===== src/rtl/button_conditioner.sv =====
// Per-channel button conditioner: 2-flop sync, counter debounce, press/release/long-press pulses.
// Latency: COUNT_MAX+3 edges from a stable pin change to level/event outputs; no backpressure.
module button_conditioner #(
  parameter int CHANNELS   = 4,
  parameter int COUNT_MAX  = 19999,
  parameter int CNT_W      = 16,
  parameter int LONG_MAX   = 50000000,
  parameter int HOLD_W     = 26,
  parameter int ACTIVE_LOW = 1
) (
  input  logic                clk,
  input  logic                rst_n,
  input  logic [CHANNELS-1:0] button_in,
  output logic [CHANNELS-1:0] level,
  output logic [CHANNELS-1:0] press,
  // "release" is a reserved word, hence the suffix
  output logic [CHANNELS-1:0] release_pulse,
  output logic [CHANNELS-1:0] long_press
);

  localparam logic [CNT_W-1:0]  CNT_TOP   = CNT_W'(COUNT_MAX);
  localparam logic [HOLD_W-1:0] HOLD_TOP  = HOLD_W'(LONG_MAX);
  localparam logic [HOLD_W-1:0] HOLD_FIRE = HOLD_W'(LONG_MAX - 1);

  for (genvar i = 0; i < CHANNELS; i++) begin : g_ch
    logic              p;
    logic              s1_q;
    logic              s2_q;
    logic [CNT_W-1:0]  cnt_q;
    logic [HOLD_W-1:0] hold_q;
    logic              lvl_q;
    logic              press_q;
    logic              rel_q;
    logic              long_q;
    logic              cnt_done;

    assign p        = (ACTIVE_LOW != 0) ? ~button_in[i] : button_in[i];
    assign cnt_done = (cnt_q == CNT_TOP);

    always_ff @(posedge clk or negedge rst_n) begin
      if (!rst_n) begin
        s1_q    <= 1'b0;
        s2_q    <= 1'b0;
        cnt_q   <= '0;
        hold_q  <= '0;
        lvl_q   <= 1'b0;
        press_q <= 1'b0;
        rel_q   <= 1'b0;
        long_q  <= 1'b0;
      end else begin
        s1_q <= p;
        s2_q <= s1_q;

        // Any sample agreeing with the current level restarts the count
        if (s2_q != lvl_q) begin
          if (cnt_done) begin
            lvl_q <= s2_q;
            cnt_q <= '0;
          end else begin
            cnt_q <= cnt_q + 1'b1;
          end
        end else begin
          cnt_q <= '0;
        end

        press_q <= cnt_done & s2_q & ~lvl_q;
        rel_q   <= cnt_done & ~s2_q & lvl_q;

        // Saturating hold counter makes long_press fire only once per press
        if (!lvl_q) begin
          hold_q <= '0;
        end else if (hold_q != HOLD_TOP) begin
          hold_q <= hold_q + 1'b1;
        end
        long_q <= lvl_q & (hold_q == HOLD_FIRE);
      end
    end

    assign level[i]         = lvl_q;
    assign press[i]         = press_q;
    assign release_pulse[i] = rel_q;
    assign long_press[i]    = long_q;
  end

endmodule


===== config.mk =====
export PLATFORM = sky130hd
export DESIGN_NAME = button_conditioner
export DESIGN_NICKNAME = d
export VERILOG_FILES = /design/src/rtl/button_conditioner.sv
export SDC_FILE = /design/constraint.sdc
export NUM_CORES = 1
export LEC_CHECK = 0
export BUFFER_PORTS_ARGS = -buffer_cell sky130_fd_sc_hd__clkbuf_2
export CORE_ASPECT_RATIO = 0.8
export CORE_UTILIZATION = 49
export CTS_CLUSTER_SIZE = 8
export DETAILED_ROUTE_END_ITERATION = 16
export PLACE_DENSITY = 0.72
export SKIP_CTS_REPAIR_TIMING = 1
export SLEW_MARGIN = 20
export SYNTH_ARGS = -nofsm -noshare
export SYNTH_HDL_FRONTEND = slang
export SYNTH_SLANG_ARGS = --single-unit

===== constraint.sdc =====
create_clock -name clk -period 2.5 [get_ports clk]
set_input_delay 0.75 -clock clk [delete_from_list [all_inputs] [get_ports clk]]
set_output_delay 0.75 -clock clk [all_outputs]
set_load 0.05 [all_outputs]

==> results.md, run 1 <==
- Status: completed
- Logic pwr share: 2.1%
- Clock Latency Late Sink: 0.42 ns
- Top FF cell, synth: dfrtp_1
- HP Class: in2async
- Worst VDD drop: 0.355 mV
- # IOs: 22
- Max Clock Skew: 0.00779 ns
- Syn Inst Count: 959
- Global route overflow: 0
- Die span in y: 128 um
- Routed length per instance: 13.5 um
- Number of global-route vias before repair: 6168
- Top cell type by total area after synthesis: dfrtp_1
- Std-Cell Core Area: 0.0191 mm^2
- Register area: 0.00480 mm^2
- Setup crit end: level[0]
- Ant. Diodes: 0
- Post-Syn Nets: 981
- Die width: 159 um
- Post-synth EDFFs: 0
- # rows: 45
- Post-synth top area share: 49.6%
- Rel. slew slack: 62.0%
- Final net count: 993
- NetSw: 1.24 mW
- Layout cell share with drive strength beyond 1: 8.43%
- Startpoint class of the critical path: register
- YS warnings: 0
- Power Internal: 4.73 mW
- Overall via count from detail_route: 6518
- Mean Syn Cell Area: 10.1 um^2
- GP Congestion: 0.811
- Num CTS Buffers: 17
- Part of the power in registers: 52.7%
- Power Dens Cells: 563 mW/mm^2
- All-Layer GR Usage: 17.6%
- H-tree levels: 4
- PortBufs: 21
- Clk buf depth: 2
- Final period util: 81.7%
- Overall power: 5.97 mW
- Initial antenna violation count: 0
- Syn Std Cell Area: 0.00968 mm^2
- Die footprint: 0.0203 mm^2
- Pre-CTS WS: 0.494 ns
- Final ANT Viol Nets: 0
- CTS root buf: clkbuf_16
- Setup TNS: 0 ns
- Sequential share of the synthesized area: 49.6%
- Yosys cell types: 48
- Worst slew pin tran: 0.564 ns
- RSZ-0062 raised after global routing: false
- R2R cell count: 7
- DRT Wirelength: 16700 um
- Crit path capture type: output pin
- Initial Util: 50.6%
- Worst r2r src: g_ch[2].hold_q[0]
- Synth top area cells: dfrtp_1, xnor2_1, xor2_1
- Pin count of the biggest net entering global routing: 53
- Worst-path clk slew: 0.07 ns
- Multi-input gate area: 0.00456 mm^2
- Static Leak: 4.70 nW
- FF+latch count, synth: 192
- Drt pass-1 iters: 4
- Req. time, crit path: 1.75 ns
- First-pass GRT wire length: 29400 um
- Clock share of power: 45.2%
- Final setup violation count: 0
- DRC viols: 0
- Max-Cap Viols: 0
- Synth-to-layout area growth: 9.60%
- Final Hold Violating Endpoints: 0
- Filler cells: 1634
- Sw frac: 20.8%
- R2R Path End: g_ch[2].hold_q[1]
- Cells after DPL: 1210
- Fin. max-slew vios: 0
- Vias/cell: 5.25
- CTS tree: yes
- Crit Path Category: reg2out
- HPWL after DPL: 11200 um
- Cell Count, Final, Fillers Out: 1242
- Post-synth top cells: dfrtp_1, nor2_1, and2_1
- Most numerous cell in the Yosys netlist: dfrtp_1
- Achievable frequency: 490 MHz
- Critical Path AT: 1.29 ns
- Fraction of registers with async set/reset: 100%
- Crit path time final: 2.04 ns
- PnR worst setup slack: 0.457 ns
- Starting DRT DRC Count: 360
- CTS Sinks: 192
- Crit path from: g_ch[0].lvl_q
- Reg2Reg Setup Slack: 0.51 ns
- Worst Path Max Fanout: 17
-- worst min path at each step --
stage,to,cells past startpoint
5_1_grt,g_ch[1].cnt_q[7],1
3_5_place_dp,g_ch[0].s2_q,0
3_3_place_gp,g_ch[3].s2_q,0
6_report,g_ch[1].cnt_q[7],1
4_1_cts,g_ch[1].cnt_q[7],1
2_1_floorplan,g_ch[0].s2_q,0
-- area by class of cell --
class	count	share of cell area, %
Sequential cell	192	45.3
Multi-Input combinational cell	699	43.0
Clock buffer	26	4.99
Tap cell	258	3.04
Timing Repair Buffer	31	2.02
Inverter	30	1.06
Clock inverter	6	0.660
-- flip-flops by register name, indices dropped and copies added (netlist names) --
signal        count
g_ch.lvl_q        4
g_ch.s1_q         4
g_ch.rel_q        4
g_ch.hold_q     104
g_ch.s2_q         4
g_ch.cnt_q       64
g_ch.long_q       4
g_ch.press_q      4
-- cell usage in the layout (no fill, tap or decap), types with 4 or more instances in the layout --
cell type,count
ha_1,16
nand4_1,42
mux2_2,4
nor2b_1,6
nand2b_1,12
inv_1,30
nand3_1,60
and4_1,9
xnor2_1,77
nand2_1,66
nor4_1,20
nor2_1,85
nor3_1,29
clkbuf_8,8
buf_4,8
clkbuf_2,20
and2_1,81
or3_1,12
clkbuf_16,17
xor2_1,63
nor3b_1,12
mux2i_1,6
a21boi_0,11
and3_1,32
o21ai_0,12
nor4b_1,9
dfrtp_1,192
-- power groups by stage --
stage	combinational [mW]	clock, mW	sequential [mW]
finish	0.126	2.70	3.15
global route	0.151	2.88	3.15
CTS	0.134	2.78	3.15
detailed placement	0.133	0	3.21
global placement	0.131	0	3.21
floorplan	0.0451	0	3.20
-- metal layers --
layer	GRT usage [%]	share of wire, %
met5	0	0
met4	5.88	0.91
met3	2.94	2.8
met2	26.6	44
met1	25.6	53
-- per-stage QoR --
stage	cell area [um^2]	hold slack (ns)	utilization [%]
after global placement	10000	0.332	52.3
after floorplan	9680	0.331	-
final	10600	0.281	55.4
after detailed placement	10000	0.335	52.3
after global routing	10600	0.306	55.4
after CTS	10600	0.281	55.4
-- kinds of logic (layout without fill, tap and decap cells) --
logic type | after synthesis | count (layout) | synth area share, %
simple gates | 499 | 499 | 28.7
flops | 192 | 192 | 49.6
xor+xnor | 140 | 140 | 12.7
buf+inv | 68 | 93 | 3.30
compound gates | 34 | 34 | 2.53
fa+ha+maj | 16 | 16 | 2.07
mux | 10 | 10 | 1.09
-- worst max-delay path, stage by stage (launching register included) --
cell and delay (ns):
dfrtp_1 0.37, buf_4 0.20, clkbuf_2 0.30
(Power assumes the default switching activity.)
==> inputs of run 2 (changes only) <==
clock period = 2 ns   (was 2.5 ns; I/O delays follow)
==> run 2 against run 1 <==
Effect of this change: wire length grew 1.2%; combinational power increased by 32%; die area unchanged; global-route usage up 0.33 points; largest power group unchanged; via count rose by 1.8%; power grew 25%; register-to-register slack got worse by 0.41 ns; critical path type unchanged.
==> results.md, run 2 (synthesis results as in run 1) <==
- Worst-path clk slew: 0.07 ns
- DRC viols: 0
- R2R cell count: 5
- Met1 global-route usage: 25.7%
- Worst Hold Margin: 0.0283 ns
- CTS root buf: clkbuf_16
- Clock share of power: 44.9%
- GP Congestion: 0.816
- Initial Util: 50.6%
- Grt met3 use: 3.79%
- Synth-to-layout area growth: 11.4%
- Final period util: 97.0%
- DRT Wirelength: 16900 um
- CP max stage cell: dfrtp_1
- Pin count of the biggest net entering global routing: 62
- Power Internal: 5.83 mW
- Final setup violation count: 0
- Reg with most FFs: g_ch.hold_q
- Global route overflow: 0
- Largest regs: g_ch.hold_q x104, g_ch.cnt_q x64
- PortBufs: 21
- Drt pass-1 iters: 4
- DP Area: 0.0102 mm^2
- Req. time, crit path: 1.40 ns
- Starting DRT DRC Count: 446
- # IOs: 22
- Fin. max-slew vios: 0
- Sw frac: 21.7%
- Overall via count from detail_route: 6637
- Worst Path Max Fanout: 34
- Cell Chain, Critical Path: buf_6, clkbuf_4
- Final ANT Viol Nets: 0
- Design Area, Final: 0.0108 mm^2
- Final Hold Violating Endpoints: 0
- Startpoint class of the critical path: register
- Die footprint: 0.0203 mm^2
- CTS tree: yes
- H-tree levels: 4
- CTS Sinks: 192
- PnR worst setup slack: 0.0592 ns
- Busiest grt layer: met2
- Clock Latency Late Sink: 0.43 ns
- Static Leak: 4.81 nW
- Std-Cell Core Area: 0.0191 mm^2
- Crit path time final: 1.94 ns
- R2R Path End: g_ch[0].hold_q[14]
- Largest register FFs: 104
- Final net count: 1016
- All-Layer GR Usage: 17.9%
- Layout cell share with drive strength beyond 1: 10.7%
- First-pass GRT wire length: 29700 um
- Max Clock Skew: 0.00764 ns
- HP Class: in2async
- Worst VDD drop: 0.531 mV
- Crit path max-delay family: buffers and inverters
- Largest stage delay, worst path: 0.38 ns
- HPWL after DPL: 11200 um
- Worst r2r src: g_ch[0].hold_q[10]
- Ant. Diodes: 0
- NetSw: 1.62 mW
- Clk buf depth: 2
- # rows: 45
- M2 GR Usage: 27.2%
- Crit path capture type: output pin
- Part of the power in registers: 52.9%
- Max-Cap Viols: 0
- Num CTS Buffers: 17
- Number of global-route vias before repair: 6271
- Reg2Reg Setup Slack: 0.10 ns
- Crit Path Category: reg2out
- Die width: 159 um
- Rel. slew slack: 63.7%
- Routed length per instance: 13.4 um
- Pre-CTS WS: 0.0840 ns
- Critical Path AT: 1.34 ns
- Status: completed
- Post-layout util: 56.4%
- Achievable frequency: 515 MHz
- Most common cell after layout, fill and taps aside: dfrtp_1
- Logic pwr share: 2.2%
- Initial antenna violation count: 0
- Vias/cell: 5.25
- Power Dens Cells: 690 mW/mm^2
- Worst slew pin tran: 0.540 ns
- CP Buf/Inv Count: 2
- Die span in y: 128 um
- Commonest non-fill, non-tap cells in the layout: dfrtp_1, nor2_1, and2_1, xnor2_1, nand2_1
-- run 2: cell count changes in the layout (fill, tap and decap cells not counted), moves of 2 or more --
cell,change
clkinv_2,+3
buf_4,+20
clkbuf_8,-6
clkbuf_1,-2
clkinvlp_4,+2
-- run 2: power groups by stage --
| stage | combinational (mW) | clock (mW) | sequential [mW] |
|---|---|---|---|
| after floorplan | 0.0564 | 0 | 4.00 |
| after global placement | 0.172 | 0 | 4.01 |
| after detailed placement | 0.173 | 0 | 4.01 |
| after CTS | 0.175 | 3.44 | 3.93 |
| after global routing | 0.196 | 3.59 | 3.93 |
| final | 0.166 | 3.34 | 3.93 |
-- run 2: layer usage --
layer,part of all wire [%],vias to the layer above,routed length [um]
met1,53,3219,8910
li1,-,3330,-
met3,3.0,11,501
met5,0,-,0
met4,0.96,0,163
met2,43,77,7350
-- run 2: final cells by class --
class	instances	area, um^2
fill	1673	8350
sequential	192	4800
multi-input combinational	700	4570
clock buffer	18	439
timing repair buffer	53	398
tap	258	323
clock inverter	13	139
inverter	30	113
-- run 2: through the flow --
| stage | TNS [ns] | power (mW) | cells |
|---|---|---|---|
| after floorplan | 0 | 4.06 | 959 |
| after global placement | 0 | 4.18 | 1232 |
| after detailed placement | 0 | 4.18 | 1232 |
| after CTS | -0.0589 | 7.54 | 1263 |
| after global routing | -0.00541 | 7.72 | 1264 |
| final | 0 | 7.44 | 1264 |
-- run 2: worst max-delay path by stage --
stage / depth (start not counted) / slack, ns / startpoint / end
final: 2 / 0.06 / g_ch[0].lvl_q / level[0]
after global routing: 2 / -0.005 / g_ch[0].lvl_q / level[0]
after CTS: 2 / -0.06 / g_ch[0].lvl_q / level[0]
after detailed placement: 5 / 0.08 / g_ch[0].hold_q[10] / g_ch[0].hold_q[21]
after global placement: 5 / 0.12 / g_ch[0].hold_q[10] / g_ch[0].hold_q[0]
after floorplan: 5 / 0.23 / g_ch[0].hold_q[10] / g_ch[0].hold_q[0]
